===== src/rtl/register_allocator_multi.sv =====
// Rename-stage physical register free list with branch checkpoints.
// Tracks per-checkpoint allocation sets so a mispredict frees exactly what followed it.
module register_allocator_multi #(
    parameter int PhyRegIDWidth           = 5,
    parameter int NumRegsAllocatedOnReset = 16,
    parameter int AllocWidth              = 2,
    parameter int CommitWidth             = 2,
    parameter int BridWidth               = 2
) (
    input  logic                                 clk_i,
    input  logic                                 rst_ni,
    input  logic                                 flush_i,
    input  logic                                 mispredict_i,
    input  logic [BridWidth-1:0]                 mispredict_brid_i,
    input  logic                                 resolve_i,
    input  logic [BridWidth-1:0]                 resolve_brid_i,
    input  logic [CommitWidth-1:0]               commit_i,
    input  logic [CommitWidth*PhyRegIDWidth-1:0] commit_tag_i,
    input  logic [CommitWidth*PhyRegIDWidth-1:0] commit_old_tag_i,
    input  logic [$clog2(AllocWidth+1)-1:0]      alloc_num_i,
    input  logic                                 alloc_checkpoint_i,
    output logic                                 alloc_ready_o,
    output logic [AllocWidth*PhyRegIDWidth-1:0]  alloc_tag_o,
    output logic                                 ckpt_avail_o,
    output logic [BridWidth-1:0]                 ckpt_brid_o,
    output logic [$clog2(2**PhyRegIDWidth+1)-1:0] free_count_o
);
    localparam int NumRegs = 2 ** PhyRegIDWidth;
    localparam int NumCkpt = 2 ** BridWidth;
    localparam int CntW    = $clog2(NumRegs + 1);
    localparam int NumW    = $clog2(AllocWidth + 1);
    localparam int W       = PhyRegIDWidth;

    logic [NumRegs-1:0]              allocated_q, allocated_d;
    logic [NumRegs-1:0]              speculative_q, speculative_d;
    logic [NumCkpt-1:0]              live_q, live_d;
    logic [NumCkpt-1:0][NumRegs-1:0] set_q, set_d;
    logic [NumCkpt-1:0][NumCkpt-1:0] dep_q, dep_d;

    logic [AllocWidth-1:0][W-1:0]    lane_tag;
    logic [NumRegs-1:0]              pick_mask;
    logic [NumCkpt-1:0]              kill;
    logic                            fire;
    logic [W-1:0]                    ctag, otag;

    // Each lane takes the lowest reg not already taken by a lower lane.
    always_comb begin
        pick_mask = allocated_q;
        lane_tag  = '0;
        for (int k = 0; k < AllocWidth; k++) begin
            for (int i = NumRegs - 1; i >= 0; i--) begin
                if (!pick_mask[i]) lane_tag[k] = W'(i);
            end
            pick_mask[lane_tag[k]] = 1'b1;
        end
    end

    assign alloc_tag_o = lane_tag;

    always_comb begin
        free_count_o = '0;
        for (int i = 0; i < NumRegs; i++) begin
            free_count_o = free_count_o + {{(CntW-1){1'b0}}, ~allocated_q[i]};
        end
    end

    always_comb begin
        ckpt_brid_o = '0;
        for (int c = NumCkpt - 1; c >= 0; c--) begin
            if (!live_q[c]) ckpt_brid_o = BridWidth'(c);
        end
    end

    assign ckpt_avail_o  = ~&live_q;
    assign alloc_ready_o = (free_count_o >= CntW'(AllocWidth)) & ~flush_i & ~mispredict_i
                         & (~alloc_checkpoint_i | ckpt_avail_o);
    assign fire = alloc_ready_o & ((alloc_num_i != '0) | alloc_checkpoint_i);

    always_comb begin
        allocated_d   = allocated_q;
        speculative_d = speculative_q;
        live_d        = live_q;
        set_d         = set_q;
        dep_d         = dep_q;
        kill          = '0;
        ctag          = '0;
        otag          = '0;
        if (flush_i) begin
            allocated_d   = allocated_q & ~speculative_q;
            speculative_d = '0;
            live_d        = '0;
        end else begin
            if (mispredict_i && live_q[mispredict_brid_i]) begin
                kill[mispredict_brid_i] = 1'b1;
                for (int c = 0; c < NumCkpt; c++) begin
                    if (live_q[c] && dep_q[c][mispredict_brid_i]) kill[c] = 1'b1;
                end
                allocated_d   = allocated_d & ~set_q[mispredict_brid_i];
                speculative_d = speculative_d & ~set_q[mispredict_brid_i];
                live_d        = live_d & ~kill;
            end
            if (resolve_i && live_q[resolve_brid_i]
                && !(mispredict_i && mispredict_brid_i == resolve_brid_i)) begin
                live_d[resolve_brid_i] = 1'b0;
                for (int c = 0; c < NumCkpt; c++) dep_d[c][resolve_brid_i] = 1'b0;
            end
            if (fire) begin
                for (int k = 0; k < AllocWidth; k++) begin
                    if (NumW'(k) < alloc_num_i) begin
                        allocated_d[lane_tag[k]]   = 1'b1;
                        speculative_d[lane_tag[k]] = 1'b1;
                        for (int c = 0; c < NumCkpt; c++) begin
                            if (live_q[c]) set_d[c][lane_tag[k]] = 1'b1;
                        end
                    end
                end
                // Same-cycle lanes precede the branch, so its set starts empty.
                if (alloc_checkpoint_i) begin
                    dep_d[ckpt_brid_o]  = live_d;
                    set_d[ckpt_brid_o]  = '0;
                    live_d[ckpt_brid_o] = 1'b1;
                end
            end
        end
        for (int k = 0; k < CommitWidth; k++) begin
            if (commit_i[k]) begin
                ctag = commit_tag_i[k*W +: W];
                otag = commit_old_tag_i[k*W +: W];
                if (flush_i) allocated_d[ctag] = 1'b1;
                speculative_d[ctag] = 1'b0;
                allocated_d[otag]   = 1'b0;
                speculative_d[otag] = 1'b0;
            end
        end
    end

    always_ff @(posedge clk_i or negedge rst_ni) begin
        if (!rst_ni) begin
            for (int i = 0; i < NumRegs; i++) begin
                allocated_q[i] <= (i < NumRegsAllocatedOnReset);
            end
            speculative_q <= '0;
            live_q        <= '0;
            set_q         <= '0;
            dep_q         <= '0;
        end else begin
            allocated_q   <= allocated_d;
            speculative_q <= speculative_d;
            live_q        <= live_d;
            set_q         <= set_d;
            dep_q         <= dep_d;
        end
    end

    always_ff @(posedge clk_i) begin
        if (rst_ni && !flush_i && mispredict_i && live_q[mispredict_brid_i]) begin
            for (int k = 0; k < CommitWidth; k++) begin
                if (commit_i[k]) begin
                    assert (!set_q[mispredict_brid_i][commit_tag_i[k*W +: W]]);
                end
            end
        end
    end
endmodule


===== config.mk =====
export PLATFORM = sky130hd
export DESIGN_NAME = register_allocator_multi
export DESIGN_NICKNAME = d
export VERILOG_FILES = /design/src/rtl/register_allocator_multi.sv
export SDC_FILE = /design/constraint.sdc
export NUM_CORES = 1
export LEC_CHECK = 0
export CORE_UTILIZATION = 35
export DETAILED_ROUTE_END_ITERATION = 10
export PLACE_DENSITY_LB_ADDON = 0.3
export SLEW_MARGIN = 20
export SYNTH_ARGS = -nofsm -noshare
export SYNTH_HDL_FRONTEND = slang
export SYNTH_SLANG_ARGS = --single-unit

===== constraint.sdc =====
create_clock -name clk_i -period 8.6 [get_ports clk_i]
set_input_delay 1.29 -clock clk_i [delete_from_list [all_inputs] [get_ports clk_i]]
set_output_delay 1.29 -clock clk_i [all_outputs]
set_load 0.02 [all_outputs]

==> results of run 1 <==
## cell families (layout without fill, tap and decap cells)
family,Yosys count,after routing,synth area share [%]
AND/OR/NAND/NOR,658,658,22.3
AO/OA/AOI/OAI,601,601,27.0
flip-flops,208,208,36.0
buffers and inverters,191,204,5.23
multiplexers,51,51,5.28
adder cells (fa/ha/maj),31,31,3.92
XOR/XNOR,4,4,0.242
## final cells by class
type	count	area [um^2]	share of cell area, %
multi-input cells	1345	8520	52.2
repair buffers	74	689	4.22
clock buffers	38	756	4.63
clock inverters	10	154	0.943
inverters	82	308	1.89
well taps	532	666	4.08
flip-flops and latches	208	5230	32.0
## how the worst max path moves through the flow
stage | depth (start not counted) | endpoint | from | slack [ns]
6_report | 20 | alloc_ready_o | allocated_q[5]$_DFF_PN1_ | 0.39
5_1_grt | 20 | alloc_ready_o | allocated_q[5]$_DFF_PN1_ | 0.14
4_1_cts | 20 | alloc_ready_o | allocated_q[5]$_DFF_PN1_ | 0.39
3_5_place_dp | 20 | alloc_ready_o | allocated_q[5]$_DFF_PN1_ | 0.99
3_3_place_gp | 20 | alloc_ready_o | allocated_q[5]$_DFF_PN1_ | 1.02
2_1_floorplan | 26 | set_q[124]$_DFFE_PN0P_ | allocated_q[5]$_DFF_PN1_ | 0.74
## sequential cells by signal (all words and copies together), names as in the netlist
register / count
live_q: 4
dep_q: 12
speculative_q: 32
set_q: 128
allocated_q: 32
## critical path: stages, from the launching register on
cell and delay [ns]:
dfstp_2 0.62, inv_1 0.10, fa_1 0.57, fa_1 0.44, fa_1 0.51, fa_1 0.44, fa_1 0.49, inv_1 0.05
fa_1 0.43, inv_1 0.07, ha_1 0.16, inv_1 0.06, fa_1 0.45, inv_1 0.07, a21o_1 0.11, a21oi_1 0.07
xnor2_1 0.18, nor3_1 0.08, buf_4 0.18, a2111oi_2 0.54, clkdlybuf4s50_1 0.74
## power groups by stage
stage / sequential, mW / clock [mW] / combinational (mW)
2_1_floorplan: 1.08 / 0 / 1.35
3_3_place_gp: 1.12 / 0 / 2.20
3_5_place_dp: 1.13 / 0 / 2.20
4_1_cts: 1.11 / 1.18 / 2.21
5_1_grt: 1.12 / 1.23 / 2.35
6_report: 1.11 / 1.17 / 2.20
## layer usage
layer,GRT usage [%],part of all wire [%]
met5,0,0.027
met4,13.9,5.1
met3,6.10,8.9
met2,44.5,44
met1,39.7,42
## metrics by stage
stage | util [%] | setup WS [ns] | hold slack (ns) | cell area [um^2]
after global routing | 40.0 | 0.137 | 0.501 | 16300
final | 40.0 | 0.394 | 0.476 | 16300
after global placement | 37.7 | 1.02 | 0.457 | 15400
after detailed placement | 37.7 | 0.986 | 0.468 | 15400
after floorplan | - | 0.738 | 0.444 | 14500
after CTS | 40.0 | 0.390 | 0.481 | 16300
## layout by cell type (no fill, tap or decap), types with 19 or more instances in the layout
cell / count
nand2_1: 226
o21ai_0: 197
dfrtp_1: 192
nor2_1: 168
a21oi_1: 124
inv_1: 76
nor3_1: 58
clkdlybuf4s50_1: 49
o22ai_1: 36
a31oi_1: 27
nand3_1: 27
clkbuf_16: 26
fa_1: 24
nand2b_1: 23
buf_4: 20
mux4_2: 19
==> results.py, run 1 <==
metrics = {
    "sta": {
        "relSlewSlack_pct": 14.4,
        "tightest_slew_ns": 1.28,
        "fmax_mhz": 122,
        "slew_violations": 0,
        "rsz0062_at_grt": "no",
        "post-route-period-util_pct": 95.4,
        "final_hold_viol_count": 0,
        "skew_ns": 0.0153,
        "finalSetupTns_ns": 0,
        "period_needed_ns": 8.21,
        "setup_viol": 0,
    },
    "power_and_ir_drop": {
        "peakVddDrop_mv": 0.580,
        "power.density_mw_per_mm2": 275,
        "p_seq_share_pct": 24.8,
        "p_int_mw": 2.60,
        "p_leak_nw": 6.35,
        "switchingPower_mw": 1.89,
        "switching_share_pct": 42.0,
        "clkPwrFrac_pct": 26.1,
        "power.total_mw": 4.49,
        "comb_power_share_pct": 49.0,
    },
    "synthesis": {
        "synth_edf_count": 0,
        "synthMostInstantiatedCell": "nand2_1",
        "async_flop_share_pct": 100,
        "ys_dominant_reg_cell": "dfrtp_1",
        "synth_area_mm2": 0.0145,
        "synth_top_area_share_pct": 33.1,
        "syn_nets": 1809,
        "yosysTopAreaCell": "dfrtp_1",
        "synth_common_cells": "nand2_1, o21ai_0, dfrtp_1",
        "synth_warnings": 0,
        "avgSynthCellArea_um2": 8.31,
        "seq_area_frac_synth_pct": 36.0,
        "synth_top_cells_by_area": "dfrtp_1, o21ai_0, nand2_1, nor2_1, a21oi_1",
        "ys_seq_elements": 208,
        "synth_cells": 1744,
        "yosysUniqueCellTypes": 109,
    },
    "clock_tree": {
        "hold_buffers": 0,
        "clk_path_buf_depth": 3,
        "cts_resized": 0,
        "cts_setup_buffers": 0,
        "clockRootBuffer": "clkbuf_16",
        "clk_pin_slew_ns": 0.06,
        "cts_sinks": 208,
        "cts_tree": "built",
        "h-tree-depth": 1,
        "cts_inserted_buffers": 26,
        "clock_latency_ns": 0.57,
    },
    "route": {
        "wl_per_cell_um": 27.1,
        "via_count": 14500,
        "ant_nets": 0,
        "detail_route.vias_per_cell": 6.34,
        "wirelength_um": 62000,
        "initialDrtViolationCount": 1953,
        "drc_errors": 0,
        "firstDrtPassIters": 8,
    },
    "min_path": {
        "hp-class": "reg -> reg",
        "hold_end": "set_q[102]$_DFFE_PN0P_",
        "hold_start": "set_q[102]$_DFFE_PN0P_",
        "holdPathStages": 2,
    },
    "place": {
        "port_buffers": 53,
        "dp_cells": 2240,
        "place_congestion": 1.01,
        "dp_hpwl_um": 46200,
    },
    "global_routing": {
        "grt_pass1_vias": 13600,
        "grt_max_degree": 87,
        "grt_pass1_wl_um": 91400,
        "antenna_found_initial": 1,
        "overflow": 0,
        "track_usage_pct": 29.3,
    },
    "setup_path": {
        "r2r_end": "set_q[118]$_DFFE_PN0P_",
        "regToRegStartpoint": "allocated_q[5]$_DFF_PN1_",
        "rr_worst_depth": 25,
        "worst_ep_required_time_ns": 7.31,
        "critPathLaunchType": "flop",
        "path_class": "reg -> out",
        "r2r_slack_ns": 1.12,
        "endpoint_kind": "output pin",
        "worstPathMaxFanout": 9,
        "crit_arrival_ns": 6.92,
    },
    "floorplan": {
        "core_area_mm2": 0.0408,
        "die_h_um": 206,
        "rows": 74,
        "die_w_um": 206,
        "die-area_mm2": 0.0422,
        "initial_utilization_pct": 35.5,
        "io_pins": 54,
    },
    "layout": {
        "drive_gt1_share_pct": 10.6,
        "num_antenna_cells": 0,
        "layout.nets": 1802,
        "stdcell_count": 2289,
        "fill_cells": 4121,
        "syn_to_final_growth_pct": 12.6,
    },
    "flow_run": {
        "maxCapViolations": 0,
    },
    "status": {
        "status": "finished clean",
    },
}
No activity file was read; power rests on OpenSTA's default activity.
==> run 2: changes to the inputs <==
--- a/config.mk
+++ b/config.mk
@@ -7,7 +7,8 @@
 export LEC_CHECK = 0
 export CORE_UTILIZATION = 35
 export DETAILED_ROUTE_END_ITERATION = 10
-export PLACE_DENSITY_LB_ADDON = 0.3
+export GPL_ROUTABILITY_DRIVEN = 1
+export PLACE_DENSITY = 0.56
 export SLEW_MARGIN = 20
 export SYNTH_ARGS = -nofsm -noshare
 export SYNTH_HDL_FRONTEND = slang
==> results.py, run 2 (synthesized netlist as in run 1, its figures left out) <==
metrics = {
    "status": {
        "status": "finished clean",
    },
    "sta": {
        "final_hold_viol_count": 0,
        "fin_ws_ns": 0.448,
        "setup_viol": 0,
        "tightest_slew_ns": 1.19,
        "rsz0062_at_grt": "no",
        "fmax_mhz": 123,
        "relSlewSlack_pct": 20.1,
        "finalSetupTns_ns": 0,
        "post-route-period-util_pct": 94.8,
        "slew_violations": 0,
        "skew_ns": 0.0252,
        "timing.hold.ws_ns": 0.475,
        "period_needed_ns": 8.15,
    },
    "floorplan": {
        "initial_utilization_pct": 35.5,
        "die_h_um": 206,
        "core_area_mm2": 0.0408,
        "rows": 74,
        "die_w_um": 206,
        "die-area_mm2": 0.0422,
        "io_pins": 54,
    },
    "clock_tree": {
        "hold_buffers": 0,
        "cts_sinks": 208,
        "clockRootBuffer": "clkbuf_16",
        "h-tree-depth": 1,
        "cts_setup_buffers": 0,
        "clock_latency_ns": 0.57,
        "clk_path_buf_depth": 3,
        "cts_resized": 0,
        "clk_pin_slew_ns": 0.06,
        "cts_tree": "built",
        "cts_inserted_buffers": 26,
    },
    "route": {
        "initialDrtViolationCount": 1545,
        "firstDrtPassIters": 6,
        "detail_route.vias_per_cell": 6.26,
        "via_count": 14300,
        "ant_nets": 0,
        "wl_per_cell_um": 26.9,
        "wirelength_um": 61700,
        "drc_errors": 0,
    },
    "power_and_ir_drop": {
        "p_int_mw": 2.54,
        "switchingPower_mw": 1.85,
        "comb_power_share_pct": 49.5,
        "p_seq_share_pct": 25.2,
        "switching_share_pct": 42.1,
        "p_leak_nw": 6.32,
        "clkPwrFrac_pct": 25.3,
        "peakVddDrop_mv": 0.493,
        "power.density_mw_per_mm2": 270,
    },
    "global_routing": {
        "track_usage_pct": 29.1,
        "grt_pass1_vias": 13400,
        "grt_pass1_wl_um": 90500,
        "antenna_found_initial": 1,
        "overflow": 0,
        "grt_max_degree": 132,
    },
    "setup_path": {
        "endpoint_kind": "output pin",
        "critPathLaunchType": "flop",
        "worst_ep_required_time_ns": 7.31,
        "max_stage_delay_ns": 0.61,
        "cp_common_cell": "fa_1",
        "path_class": "reg -> out",
        "path_cells": "inv_1 > fa_1 > fa_1 > fa_1 > fa_1 > fa_1 > inv_1 > fa_1 > inv_1 > ha_1 > inv_1 > fa_1 > inv_1 > a21o_1 > a21oi_1 > xnor2_1 > nor3_1 > buf_4 > a2111oi_2 > buf_4 > clkdlybuf4s50_1",
        "slowest_stage": "dfstp_2",
        "worstPathMaxFanout": 9,
        "crit_arrival_ns": 6.86,
    },
    "layout": {
        "final_util_pct": 39.9,
        "syn_to_final_growth_pct": 12.4,
        "largest_reg_flops": 128,
        "num_antenna_cells": 0,
        "drive_gt1_share_pct": 10.5,
        "final_cell_mix": "nand2_1, o21ai_0, dfrtp_1",
        "layout.nets": 1802,
        "fill_cells": 4119,
        "reg_top3": "set_q: 128 flops, allocated_q: 32 flops, speculative_q: 32 flops",
        "top_register": "set_q",
        "final_common_cell": "nand2_1",
        "stdcell_count": 2289,
    },
    "min_path": {
        "hp-class": "reg -> reg",
    },
    "place": {
        "place_congestion": 0.987,
        "port_buffers": 53,
        "dp_hpwl_um": 46200,
        "dp_cells": 2240,
        "dp_worst_setup_slack_ns": 1.03,
    },
    "flow_run": {
        "maxCapViolations": 0,
    },
}
[run 2: critical path: cells and delay by family (launching register included)]
kind	cells	cell delay [ns]
and+or+nand+nor	1	0.09
buffers and inverters	8	1.36
AOI/OAI and AO/OA	3	0.52
xor gates and xnor gates	1	0.21
adders and majority gates	8	3.53
DFF	1	0.61
[run 2: final timing paths]
| check | end | startpoint | cells after the start | slack [ns] |
|---|---|---|---|---|
| setup / recovery | alloc_ready_o | allocated_q[5]$_DFF_PN1_ | 21 | 0.45 |
| hold / removal | set_q[105]$_DFFE_PN0P_ | set_q[105]$_DFFE_PN0P_ | 2 | 0.47 |
| setup reg to reg | set_q[66]$_DFFE_PN0P_ | allocated_q[5]$_DFF_PN1_ | 24 | 1.29 |
| hold reg to reg | set_q[105]$_DFFE_PN0P_ | set_q[105]$_DFFE_PN0P_ | 2 | 0.47 |
| max in group asynchronous | speculative_q[6]$_DFF_PN0_ | rst_ni | 2 | 6.97 |
| min in group asynchronous | dep_q[8]$_DFFE_PN0N_ | rst_ni | 1 | 0.57 |
[run 2: power by group through the flow]
stage	Combinational, mW	Sequential (mW)	Clock, mW
after floorplan	1.35	1.08	0
after global placement	2.14	1.12	0
after detailed placement	2.17	1.12	0
after CTS	2.18	1.11	1.12
after global routing	2.34	1.11	1.16
final	2.17	1.11	1.11
[run 2: final cells by class]
| cell class | instances | area, um^2 | share of cell area [%] |
|---|---|---|---|
| flip-flops and latches | 208 | 5230 | 32.1 |
| repair buffers | 74 | 702 | 4.31 |
| clock inverters | 12 | 149 | 0.914 |
| well taps | 532 | 666 | 4.09 |
| inverters | 82 | 308 | 1.89 |
| multi-input cells | 1345 | 8530 | 52.4 |
| clock buffers | 36 | 708 | 4.35 |
[run 2: through the flow]
step / area (um^2) / power, mW
2_1_floorplan: 14500 / 2.43
3_3_place_gp: 15400 / 3.27
3_5_place_dp: 15400 / 3.30
4_1_cts: 16200 / 4.41
5_1_grt: 16300 / 4.62
6_report: 16300 / 4.39
[run 2: per-layer routing]
metal	track usage [%]	share of wire [%]
met1	39.9	42
met2	44.2	44
met3	5.61	8.8
met4	12.8	4.8
met5	0	0
